<file path="src/rtl/uart_tx_shift.sv">
// rtl/uart_tx_shift.sv - UART transmit shift path; optional parity bit with UART_TX_PARITY_EN.
module uart_tx_shift #(
  parameter int DATA_BITS  = 8,
  parameter int OVERSAMPLE = 16,
  parameter int STOP_BITS  = 1,
  parameter int PARITY_ODD = 0
) (
  input  logic                 clk,
  input  logic                 rst,
  input  logic                 tick,
  input  logic [DATA_BITS-1:0] tx_data,
  input  logic                 tx_valid,
  output logic                 tx_ready,
  output logic                 tx,
  output logic                 busy,
  output logic                 done
);

  localparam int TW = $clog2(OVERSAMPLE);
  localparam int BW = $clog2(DATA_BITS + 1);

  generate
    if (DATA_BITS < 5 || DATA_BITS > 8 || OVERSAMPLE < 2 || STOP_BITS < 1 || STOP_BITS > 2 ||
        PARITY_ODD < 0 || PARITY_ODD > 1) begin : g_bad_params
      $error("uart_tx_shift: parameter out of range");
    end
  endgenerate

`ifdef UART_TX_PARITY_EN
  typedef enum logic [2:0] {IDLE, START, DATA, PARITY, STOP} state_t;
  logic parity;
`else
  typedef enum logic [1:0] {IDLE, START, DATA, STOP} state_t;
`endif

  state_t               state;
  logic [TW-1:0]        tick_cnt;
  logic [BW-1:0]        bit_cnt;
  logic                 stop_cnt;
  logic [DATA_BITS-1:0] shift;

  always_ff @(posedge clk or posedge rst) begin
    if (rst) begin
      state    <= IDLE;
      tick_cnt <= '0;
      bit_cnt  <= '0;
      stop_cnt <= 1'b0;
      shift    <= '0;
      tx       <= 1'b1;
      tx_ready <= 1'b1;
      busy     <= 1'b0;
      done     <= 1'b0;
`ifdef UART_TX_PARITY_EN
      parity   <= 1'b0;
`endif
    end else begin
      done <= 1'b0;
      case (state)
        IDLE: begin
          // tx_ready is always high here; a tick on the accept cycle is dropped
          if (tx_valid) begin
            shift    <= tx_data;
            tick_cnt <= '0;
            bit_cnt  <= '0;
            stop_cnt <= 1'b0;
            tx       <= 1'b0;
            tx_ready <= 1'b0;
            busy     <= 1'b1;
            state    <= START;
`ifdef UART_TX_PARITY_EN
            parity   <= (^tx_data) ^ 1'(PARITY_ODD);
`endif
          end
        end
        default: begin
          if (tick) begin
            if (tick_cnt != TW'(OVERSAMPLE - 1)) begin
              tick_cnt <= tick_cnt + TW'(1);
            end else begin
              tick_cnt <= '0;
              case (state)
                START: begin
                  tx    <= shift[0];
                  state <= DATA;
                end
                DATA: begin
                  shift   <= shift >> 1;
                  bit_cnt <= bit_cnt + BW'(1);
                  if (bit_cnt == BW'(DATA_BITS - 1)) begin
`ifdef UART_TX_PARITY_EN
                    tx    <= parity;
                    state <= PARITY;
`else
                    tx       <= 1'b1;
                    stop_cnt <= 1'b0;
                    state    <= STOP;
`endif
                  end else begin
                    tx <= shift[1];
                  end
                end
`ifdef UART_TX_PARITY_EN
                PARITY: begin
                  tx       <= 1'b1;
                  stop_cnt <= 1'b0;
                  state    <= STOP;
                end
`endif
                STOP: begin
                  if (stop_cnt == 1'(STOP_BITS - 1)) begin
                    state    <= IDLE;
                    done     <= 1'b1;
                    tx_ready <= 1'b1;
                    busy     <= 1'b0;
                  end else begin
                    stop_cnt <= stop_cnt + 1'b1;
                  end
                end
                default: state <= IDLE;
              endcase
            end
          end
        end
      endcase
    end
  end

endmodule

</file>
<file path="config.mk">
export PLATFORM = sky130hd
export DESIGN_NAME = uart_tx_shift
export DESIGN_NICKNAME = d
export VERILOG_FILES = /design/src/rtl/uart_tx_shift.sv
export SDC_FILE = /design/constraint.sdc
export NUM_CORES = 1
export LEC_CHECK = 0
export ABC_AREA = 1
export CORE_UTILIZATION = 53
export CTS_CLUSTER_DIAMETER = 150
export DETAILED_ROUTE_END_ITERATION = 10
export GPL_TIMING_DRIVEN = 0
export PLACE_DENSITY = 0.82
export SYNTH_ARGS = -nofsm -noshare
export SYNTH_HDL_FRONTEND = slang
export SYNTH_SLANG_ARGS = --single-unit
</file>
<file path="constraint.sdc">
create_clock -name clk -period 1.7 [get_ports clk]
set_clock_uncertainty 0.05 [all_clocks]
set_input_delay 0.17 -clock clk [delete_from_list [all_inputs] [get_ports clk]]
set_output_delay 0.17 -clock clk [all_outputs]
set_load 0.02 [all_outputs]
</file>
* Word-level counts from Yosys, hierarchy flattened *
Index checks and enable logic that the tools add are counted.

storage, ports and cells
  output and inout bits = 4
  bits of input ports = 12
  word-level logic and storage cells = 82
  register bits = 23

cells by class
  mux-type cells = 48
  equality and inequality tests = 10
  add/sub/neg operators = 3
  reductions and logical operators = 12

operator list
  cell                   count
  $mux W8                5
  $mux W4                8
  $mux W1                26
  $reduce_and A5 Y1      3
  $mux W2                6
  $add A4 B1 Y4 const B  2
  $reduce_and A4 Y1      2
  $pmux W2 S3            1
  $reduce_bool A2 Y1     3
  $reduce_bool A3 Y1     2
  $eq A2 B2 Y1 const B   2
  $eq A4 B3 Y1 const B   1
  $ne A2 B1 Y1 const B   2
  $ne A4 B4 Y1 const B   1
  $pmux W1 S2            2
  $ne A3 B2 Y1 const B   1
  $ne A3 B3 Y1 const B   1
  $eq A2 B1 Y1 const B   1
  $logic_not A2 Y1       1
  $ne A2 B2 Y1 const B   1
  $reduce_and A2 Y1      1
  $add A1 B1 Y1 const B  1

* Depth between registers and ports, before layout *
Gate-level depths: netlist of run 1.

  word-level depth = 6
  depth in mapped cells = 9
  depth with buffers taken out = 9

* Worst setup path before layout of run 1 *
No wires, ideal clock.

  path type = register -> register
  from = register state[0]
  to = register bit_cnt[3]
  path slack = 0.179 ns
  required time = 1.523 ns
  buffers on the path = 1
  period minus slack after synthesis = 1.521 ns
  cell stages (with the launch flop) = 10
  library setup time = 0.127 ns
  arrival = 1.345 ns
  cell sequence = dfrtp_1 inv_1 ha_1 inv_2 nand2_4 nand2_4 nand3_4 buf_6 nand2_1 o21ai_0

on the way
  longest elaborated chain between the ends = 3
  elaborated cells on any way between the ends = 8
  those cells by class = eq/ne: 3; mux: 1; reduce/logical: 4

ends and longest elaborated chain
  item                                                               RTL line  source
  from (decl)                                                        36        state_t state;
  from (signal assigned)                                             44        state <= IDLE;
  from (signal assigned)                                             69        state <= START;
  from (signal assigned)                                             84        state <= DATA;
  $eq A2 B2 Y1 or $logic_not A2 Y1 (tied branches)                   81, 58
  $reduce_bool A2 Y1 (no source line), or another cell as far along  n/a
  $reduce_and A4 Y1 (no source line)                                 n/a
  to (signal assigned)                                               88        bit_cnt <= bit_cnt + BW'(1);
  to (decl)                                                          38        logic [BW-1:0] bit_cnt;

Parallel ways exist; a longest one is shown, timed or not.
A chain may end at the register's enable or synchronous reset.

* Worst setup path in the final report of run 1 *
  from = register tx
  to = output port tx

RTL lines
  item                    RTL line  source
  from (decl)             14        output logic tx,
  from (signal assigned)  83        tx <= shift[0];
  from (signal assigned)  99        tx <= shift[1];

No word-level cell between the ends.

==> results of run 1 <==
## repair_timing
action | 4_1_cts | 5_1_grt
pin swaps | 0 | 0
setup endpoints to repair | 14 | 18
gates resized for setup | 2 | 6
## power breakdown
part           switching (mW)  internal, mW
clock                   0.166         0.131
combinational           0.779         0.532
sequential              0.143         0.732
total                    1.09          1.39
## kinds of logic (layout without fill, tap and decap cells)
family,Yosys count,after routing,share of synthesized area (%)
AND/OR/NAND/NOR,68,68,25.74
buffers and inverters,13,32,5.333
adder cells (fa/ha/maj),7,7,7.179
AO/OA/AOI/OAI,20,20,10.67
flip-flops,22,22,45.33
multiplexers,7,7,5.744
## Yosys cell counts, drive strengths merged
library cell	n	share of area, %
or2	3	1.5
ha	7	7.2
buf	3	2.3
o21ai	17	9.4
inv	10	3.1
nor2	9	2.8
nand3	12	5.9
nand4	2	1.0
a21oi	3	1.2
dfrtp	20	41
nor3b	1	0.62
mux2i	7	5.7
dfstp	2	4.3
nand2	41	14
## path summary, 6_finish.rpt
check	start	to	slack, ns	cells after the start
max reg2reg	state[1]$_DFFE_PP0P_	bit_cnt[3]$_DFFE_PP0P_	0.09	9
min	rst	tick_cnt[0]$_DFFE_PP0P_	0.26	2
max	tx$_DFFE_PP1P_	tx	0.03	1
min reg2reg	tx_ready$_DFFE_PP1P_	tx_ready$_DFFE_PP1P_	0.44	2
max in group asynchronous	rst	bit_cnt[0]$_DFFE_PP0P_	0.83	2
min in group clk	tx_data[7]	shift[7]$_DFFE_PP0P_	0.37	3
## registers in the layout, summed over array words and instances, names as in the netlist
name	count
bit_cnt	4
state	2
busy	1
shift	8
tx_ready	1
tx	1
tick_cnt	4
done	1
## area by class of cell
type | instances | area share [%]
plain buffers | 3 | 2.051
clock buffers | 4 | 2.479
inverters | 10 | 2.735
multi-input cells | 102 | 42.14
flip-flops and latches | 22 | 37.78
well taps | 28 | 2.393
repair buffers | 15 | 10.43
## through the flow
step / setup TNS (ns) / worst slack (ns) / power [mW] / utilization (%)
after floorplan: 0 / 0.1785 / 1.819 / -
after global placement: -0.01643 / -0.008952 / 2.063 / 64.13
after detailed placement: -0.1428 / -0.03972 / 2.110 / 64.13
after CTS: 0 / 0.01625 / 2.434 / 66.02
after global routing: -0.005399 / -0.003392 / 2.673 / 66.82
final: 0 / 0.02624 / 2.482 / 66.82
## routing by layer
metal	track usage [%]	vias up	wire length, microns
met2	35.81	27	1177
met5	0	-	0
met1	25.79	454	1009
met4	12.86	0	45
met3	4.012	4	97
li1	-	486	-
==> metrics.txt, run 1 <==
total setup buffers inserted after CTS 0; CP Capture Type output pin; total number of vias between 900 and 1000; Die Height about 50 microns; Layout area overhead 20.00%; Final Hold Slack ~0.26 ns; Slowest cell on crit path clkdlybuf4s50_1; Initial DRC Count 26; Sink Count 22; first-pass GRT wire length a little under 4 mm; Mapped Nets about 160; grt ovf 0; clk buf depth 2; number of remaining DRC errors 0; worst-path fanout max 2; antenna violations before repair 0; final worst-path cycle share 98.46%; hold_buf cts 0; largest net degree at the start of global routing 23; most common cell after layout, fill and taps aside nand2_1; Detailed Routing Iterations Pass 1 4; Rel. slew slack between 40% and 50%; synthesis-stage register bit count 22; I/O pins 16; WL/cell 12.66 microns; leakage 0.7198 nW; CTS tree yes; max cap viols 0; initial core utilization between 50 and 60%; final net count approximately 180; Die Width 49.98 microns; layout cells sized above 1 between 10% and 20%; Routed WL about 2.3 mm; clock period minus worst slack 1.674 ns; kind of critical path flip-flop to output pin; Buf+Inv Stages, Crit Path 1; Setup violations, final 0; global-route total usage across every layer approximately 22%; Critical Path RT 1.48 ns; root buffer cell clkbuf_4; outcome completed; CP Launch Type flip-flop; core area around 2200 sq um; latest clock arrival within the worst-skew pair between 0.3 and 0.4 ns; I/O Buffers 15; Rows 17; Final Non-Filler Cells roughly 180; Seq/Total Area, Yosys between 40% and 50%; syn_area_per_cell about 8.9 sq um; fmax 597.5 MHz; CP peak stage delay between 0.5 and 0.6 ns; Placed Cells 180; commonest cells after routing, fill and taps aside 39 x nand2_1, 20 x dfrtp_1, 14 x clkdlybuf4s50_1, 11 x nand3_1, 9 x o21ai_0; Hold WC Path Type input port to asynchronous set/reset pin; Max Slew Vio Count 0; Max IR drop VDD about 1.2 mV; Top delay family on crit path buffers and inverters; crit-path cells clkdlybuf4s50_1; post-synthesis cell count between 100 and 150; Synth Warn # 0; Post-DP HPWL about 1.6 mm; Fillers roughly 180; Final Hold Viols 0; H-tree levels 1; Clock transition at path regs approximately 0.12 ns; CTS Buf Count 3; register area about 550 sq um; Final Cell Area about 1500 sq um; Multi-input gate area 616.8 sq um; vias per cell 5.277; Netlist cell types 20; DP Area roughly 1400 sq um; Synth Cell Area between 1000 and 1500 sq um; Worst Tran Pin Value 0.8417 ns; n_diodes 0; global placement routability congestion between 0.8 and 0.9; die area 2498 sq um; Post-DRT Antenna Nets 0; PwrDens 1696 nW/um^2; Worst Path Arrival about 1.5 ns; vias in the first global route ~930
Power figures use the tool's default switching activity.
==> inputs of run 2 (changes only) <==
==> config.mk (replaced) <==
export PLATFORM = sky130hd
export DESIGN_NAME = uart_tx_shift
export DESIGN_NICKNAME = d
export VERILOG_FILES = /design/src/rtl/uart_tx_shift.sv
export SDC_FILE = /design/constraint.sdc
export NUM_CORES = 1
export LEC_CHECK = 0
export CORE_UTILIZATION = 54
export CTS_CLUSTER_DIAMETER = 150
export DETAILED_ROUTE_END_ITERATION = 10
export PLACE_DENSITY = 0.83
export SKIP_CTS_REPAIR_TIMING = 1
export SYNTH_ARGS = -nofsm -noshare
export SYNTH_HDL_FRONTEND = slang
export SYNTH_SLANG_ARGS = --single-unit
==> metrics.txt, run 2 <==
number of remaining DRC errors 0 (unchanged); Most Used Layer, Global Route met2 (unchanged); Fillers 122 (was 177); Max IR drop VDD 1.318 mV (was 1.242 mV); DP Area 1669 sq um (was 1405 sq um); PwrDens 1748 nW/um^2 (was 1696 nW/um^2); most common cell after layout, fill and taps aside buf_4 (was nand2_1); H-tree levels 1 (unchanged); initial core utilization 58.49% (was 55.68%); M1 GR Usage 31.82% (was 25.79%); Routed WL 3.772 mm (was 2.329 mm); top-count cell post-synth dfrtp_1 (was nand2_1); synthesis-stage register bit count 22 (unchanged); first-pass GRT wire length 4.947 mm (was 3.974 mm); Setup violations, final 3 (was 0); syn_area_per_cell 10.55 sq um (was 8.905 sq um); WL/cell 18.77 microns (was 12.66 microns); Die Height 51.42 microns (was 49.98 microns); Post-synth EDFFs 0 (unchanged); Clock transition at path regs 0.13 ns (was 0.12 ns); final net count 193 (was 176); grt ovf 0 (unchanged); Synth Warn # 0 (unchanged); RSZ-0062 raised after global routing yes; CP Launch Type flip-flop (unchanged); Layout area overhead 44.40% (was 20.00%); worst-path fanout max 4 (was 2); CTS Buf Count 3 (unchanged); layout cells sized above 1 40.46% (was 17.31%); Setup Slack @ Placement -0.1023 ns (was -0.03972 ns); Final Hold Viols 0 (unchanged); kind of critical path flip-flop to flip-flop (was flip-flop to output pin); leakage 0.8837 nW (was 0.7198 nW); Synth async-reset ratio 100.0% (unchanged); final worst-path cycle share 102.4% (was 98.46%); clk buf depth 2 (unchanged); Most flops, register shift (unchanged); Rows 17 (unchanged); Worst Path Arrival 1.92 ns (was 1.45 ns); Mapped Nets 144 (was 156); Rel. slew slack 74.99% (was 43.82%); final core utilization 84.46% (was 66.82%); CTS tree yes (unchanged); leading area contributor after synthesis dfrtp_1 (unchanged); failing checks setup timing; n_diodes 0 (unchanged); Initial DRC Count 29 (was 26); Global Route met2 Usage 44.16% (was 35.81%); outcome finished, violations left (was completed); die area 2644 sq um (was 2498 sq um); I/O Buffers 15 (unchanged); global placement routability congestion 0.8674 (was 0.8500); Largest register FFs 8 (unchanged); latest clock arrival within the worst-skew pair 0.32 ns (was 0.31 ns); Detailed Routing Iterations Pass 1 4 (unchanged); Max Slew Vio Count 0 (unchanged); I/O pins 16 (unchanged); Post-DP HPWL 2.220 mm (was 1.632 mm); largest net degree at the start of global routing 23 (unchanged); commonest cells after routing, fill and taps aside 28 x buf_4, 20 x dfrtp_1, 13 x clkdlybuf4s50_1, 9 x o21ai_0 (was 39 x nand2_1, 20 x dfrtp_1, 14 x clkdlybuf4s50_1, 11 x nand3_1, 9 x o21ai_0); Multi-input gate area 814.5 sq um (was 616.8 sq um); vias per cell 6.289 (was 5.277); clock period minus worst slack 1.741 ns (was 1.674 ns); fmax 574.5 MHz (was 597.5 MHz); GR Util met3 4.464% (was 4.012%); Final Worst Setup Slack -0.04069 ns (was 0.02624 ns); Synth Cell Area 1319 sq um (was 1220 sq um); top flop regs shift: 8 flops, bit_cnt: 4 flops, tick_cnt: 4 flops (unchanged); CP Capture Type flip-flop (was output pin); Pwr Total 3.330 mW (was 2.482 mW); global-route total usage across every layer 25.47% (was 21.60%); Final Hold Slack 0.1591 ns (was 0.2593 ns); total number of vias 1264 (was 971); post-synthesis cell count 125 (was 137); register area 553.0 sq um (unchanged); root buffer cell clkbuf_4 (unchanged); Critical Path RT 1.88 ns (was 1.48 ns); synth top area cells dfrtp_1 38%, mux2_2 11%, ha_1 6.6%, dfstp_2 4.0%, o21ai_0 3.8% (was dfrtp_1 41%, nand2_1 12%, ha_1 7.2%, mux2i_1 5.7%, o21ai_2 5.7%); Yosys top cell area share 37.95% (was 41.03%); vias in the first global route 1120 (was 929); most common library cells after synthesis 20 x dfrtp_1, 13 x mux2_2, 10 x o21ai_0 (was 39 x nand2_1, 20 x dfrtp_1, 11 x nand3_1); Seq/Total Area, Yosys 41.94% (was 45.33%); reg2reg start state[0]$_DFFE_PP0P_ (was state[1]$_DFFE_PP0P_); core area 2255 sq um (was 2191 sq um); Final Cell Area 1904 sq um (was 1464 sq um); Netlist cell types 37 (was 20); top_reg_cell synth dfrtp_1 (unchanged); Worst Tran Pin Value 0.3740 ns (was 0.8417 ns); worst setup path start state[0]$_DFFE_PP0P_ (was tx$_DFFE_PP1P_); max cap viols 0 (unchanged); Die Width 51.42 microns (was 49.98 microns); Post-DRT Antenna Nets 0 (unchanged); Sink Count 22 (unchanged); antenna violations before repair 0 (unchanged); Hold WC Path Type input port to asynchronous set/reset pin (unchanged)
-- run 2: worst paths after layout --
| path | end | slack [ns] | depth (start not counted) |
|---|---|---|---|
| setup / recovery | bit_cnt[0]$_DFFE_PP0P_ | -0.04 | 7 |
| hold reg to reg | tx_ready$_DFFE_PP1P_ | 0.45 | 1 |
| setup reg to reg | bit_cnt[0]$_DFFE_PP0P_ | -0.04 | 7 |
| hold / removal | shift[2]$_DFFE_PP0P_ | 0.16 | 3 |
| max in group asynchronous | tx_ready$_DFFE_PP1P_ | 1.15 | 3 |
| min in group clk | shift[7]$_DFFE_PP0P_ | 0.35 | 2 |
-- run 2: power by group --
group	switching (mW)	leakage, nW	internal, mW
logic	0.944	0.594	1.17
clock network	0.172	0.0210	0.131
registers	0.162	0.269	0.753
-- run 2: cell families (layout without fill, tap and decap cells) --
logic type	count (synthesis)	after routing	share of synthesized area, %
AOI/OAI and AO/OA	27	27	14.80
adders and majority gates	7	7	6.641
buffers and inverters	11	59	3.700
DFF	22	22	41.94
muxes	16	16	13.38
and+or+nand+nor	42	42	19.55
-- run 2: stage by stage --
stage / std cells / TNS, ns
2_1_floorplan: 125 / 0
3_3_place_gp: 188 / -0.2264
3_5_place_dp: 188 / -0.6498
4_1_cts: 192 / -0.7527
5_1_grt: 201 / -0.4678
6_report: 201 / -0.05778
-- run 2: area by class of cell --
type	instances	share of cell area (%)
multi-input cells	92	42.77
flip-flops and latches	22	29.04
repair buffers	48	23.06
inverters	7	1.380
well taps	28	1.840
clock buffers	4	1.905
-- run 2: worst max-delay path, stage by stage, from the launching register on --
cell,delay (ns)
dfrtp_1,0.42
inv_2,0.11
buf_12,0.12
ha_4,0.15
nand3b_4,0.12
buf_4,0.17
or4_1,0.39
o21ai_0,0.13
-- run 2: per-layer routing --
metal	share of wire (%)	vias up
met2	51	74
met3	6.8	20
li1	-	559
met1	38	611
met4	3.7	0
met5	0	-
==> inputs of run 3 (changes only) <==
--- a/config.mk
+++ b/config.mk
@@ -13,3 +13,4 @@
 export SYNTH_ARGS = -nofsm -noshare
 export SYNTH_HDL_FRONTEND = slang
 export SYNTH_SLANG_ARGS = --single-unit
+export TNS_END_PERCENT = 5
==> metrics.txt, run 3 (synthesized netlist as in run 2, its figures left out) <==
crit-path cells inv_2 > ha_4 > buf_6 > nand2b_1 > a211oi_1 > mux2_2 (was inv_2 > buf_12 > ha_4 > nand3b_4 > buf_4 > or4_1 > o21ai_0); largest net degree at the start of global routing 23 (unchanged); Hold WC Path Type input port to asynchronous set/reset pin (unchanged); CP peak stage delay 0.40 ns (was 0.42 ns); DP Area 1669 sq um (unchanged); global-route total usage across every layer 25.47% (unchanged); Routed WL 4.009 mm (was 3.772 mm); grt ovf 0 (unchanged); WL/cell 20.05 microns (was 18.77 microns); Final Hold Viols 0 (unchanged); Most flops, register shift (unchanged); Placed Cells 188 (unchanged); max cap viols 0 (unchanged); CTS tree yes (unchanged); global placement routability congestion 0.8674 (unchanged); Clock transition at path regs 0.13 ns (about the same); CTS Buf Count 3 (unchanged); CP Launch Type flip-flop (unchanged); Final Cell Area 1881 sq um (was 1904 sq um); n_diodes 0 (unchanged); switching share of power 39.18% (was 38.37%); clock period minus worst slack 1.781 ns (was 1.741 ns); vias in the first global route 1120 (unchanged); Final Non-Filler Cells 200 (was 201); Rows 17 (unchanged); Detailed Routing Iterations Pass 1 5 (was 4); Critical Path RT 1.91 ns (was 1.88 ns); Largest register FFs 8 (unchanged); internal power 2.000 mW (was 2.052 mW); Reg-to-Reg End tx$_DFFE_PP1P_ (was bit_cnt[0]$_DFFE_PP0P_); most common cell after layout, fill and taps aside buf_4 (unchanged); Post-DP HPWL 2.220 mm (unchanged); final core utilization 83.41% (was 84.46%); CP Capture Type flip-flop (unchanged); I/O Buffers 15 (unchanged); Rel. slew slack 77.70% (was 74.99%); Max Slew Vio Count 0 (unchanged); root buffer cell clkbuf_4 (unchanged); commonest cells after routing, fill and taps aside 27 x buf_4, 20 x dfrtp_1, 13 x clkdlybuf4s50_1, 11 x mux2_2, 9 x o21ai_0 (was 28 x buf_4, 20 x dfrtp_1, 13 x clkdlybuf4s50_1, 9 x o21ai_0); core area 2255 sq um (unchanged); Final Worst Setup Slack -0.08062 ns (was -0.04069 ns); I/O pins 16 (unchanged); Logic pwr share 62.8% (was 63.4%); clk buf depth 2 (unchanged); Die Height 51.42 microns (unchanged); sequential share of power 28.0% (was 27.5%); Pwr Total 3.288 mW (was 3.330 mW); Sink Count 22 (unchanged); Initial DRC Count 61 (was 29); initial core utilization 58.49% (unchanged); clock network power share 9.2% (was 9.1%); net switching power 1.288 mW (was 1.278 mW); top flop regs shift: 8 flops, bit_cnt: 4 flops, tick_cnt: 4 flops (unchanged); Max IR drop VDD 1.403 mV (was 1.318 mV); H-tree levels 1 (unchanged); final net count 192 (was 193); number of remaining DRC errors 0 (unchanged); outcome finished, violations left (unchanged); Worst Path Arrival 1.99 ns (was 1.92 ns); total negative setup slack -0.4265 ns (was -0.05778 ns); Die Width 51.42 microns (unchanged); Worst Tran Pin Value 0.3323 ns (was 0.3740 ns); failing checks setup timing (unchanged); Reg2Reg Depth 6 (was 7); kind of critical path flip-flop to flip-flop (unchanged); leakage 0.8682 nW (was 0.8837 nW); vias per cell 6.345 (was 6.289); die area 2644 sq um (unchanged); Setup violations, final 13 (was 3); latest clock arrival within the worst-skew pair 0.32 ns (about the same); layout cells sized above 1 39.53% (was 40.46%); Layout area overhead 42.60% (was 44.40%); total number of vias 1269 (was 1264); worst-path fanout max 6 (was 4); final worst-path cycle share 104.7% (was 102.4%); reg2reg start state[1]$_DFFE_PP0P_ (was state[0]$_DFFE_PP0P_); Post-DRT Antenna Nets 0 (unchanged); fmax 561.6 MHz (was 574.5 MHz); first-pass GRT wire length 4.947 mm (unchanged); Slowest cell on crit path dfrtp_1 (unchanged); antenna violations before repair 0 (unchanged); RSZ-0062 raised after global routing yes (unchanged); reg2reg setup slack -0.08 ns (was -0.04 ns); PwrDens 1749 nW/um^2 (was 1748 nW/um^2)
-- run 3: cell types whose count changed in the layout (fill, tap and decap cells not counted), sizes merged --
| cell | previous run | this run |
|---|---|---|
| buf | 33 | 32 |
-- run 3: metal layers --
layer  vias up  routed length (microns)  global-route usage [%]  share of wire (%)
met5         -                        0                       0                  0
met4         0                       89                   8.108                2.2
met3        13                      265                   4.464                6.6
met2        58                     2117                   44.16                 53
met1       643                     1536                   31.82                 38
li1        555                        -                       -                  -
-- run 3: layout make-up --
type                    count  area (sq um)
fillers                   127         374.1
multi-input cells          92         798.3
flip-flops and latches     22         553.0
repair buffers             47         431.7
clock buffers               4         36.28
well taps                  28         35.03
inverters                   7         26.28
-- run 3: worst max path at each step --
stage                                     from              endpoint  slack (ns)  cells after the start
final                     state[1]$_DFFE_PP0P_        tx$_DFFE_PP1P_       -0.08                      6
after global routing      state[1]$_DFFE_PP0P_        tx$_DFFE_PP1P_       -0.07                      6
after CTS                 state[0]$_DFFE_PP0P_  shift[6]$_DFFE_PP0P_       -0.11                      5
after detailed placement                  tick  shift[6]$_DFFE_PP0P_       -0.10                      4
after global placement                    tick  state[1]$_DFFE_PP0P_       -0.05                      4
after floorplan           state[0]$_DFFE_PP0P_  shift[2]$_DFFE_PP0P_      0.0008                      6
-- run 3: through the flow --
| stage | hold slack, ns | setup slack (ns) |
|---|---|---|
| floorplan | 0.1077 | 0.0008417 |
| global placement | 0.4296 | -0.04790 |
| detailed placement | 0.4314 | -0.1023 |
| CTS | 0.1311 | -0.1147 |
| global route | 0.1450 | -0.06901 |
| finish | 0.1176 | -0.08062 |
-- run 3: power groups by stage --
stage          Sequential, mW  Clock (mW)  Combinational [mW]
2_1_floorplan           0.929           0               0.934
3_3_place_gp            0.893           0                1.48
4_1_cts                 0.899       0.303                1.57
6_report                0.920       0.303                2.07
3_5_place_dp            0.910           0                1.55
5_1_grt                 0.936       0.326                2.15
-- run 3: worst max-delay path: cells and delay by family (launching register included) --
family | cells | cell delay [ns]
AOI/OAI and AO/OA | 1 | 0.32
muxes | 1 | 0.37
adders and majority gates | 1 | 0.19
buffers and inverters | 2 | 0.21
and+or+nand+nor | 1 | 0.18
DFF | 1 | 0.40
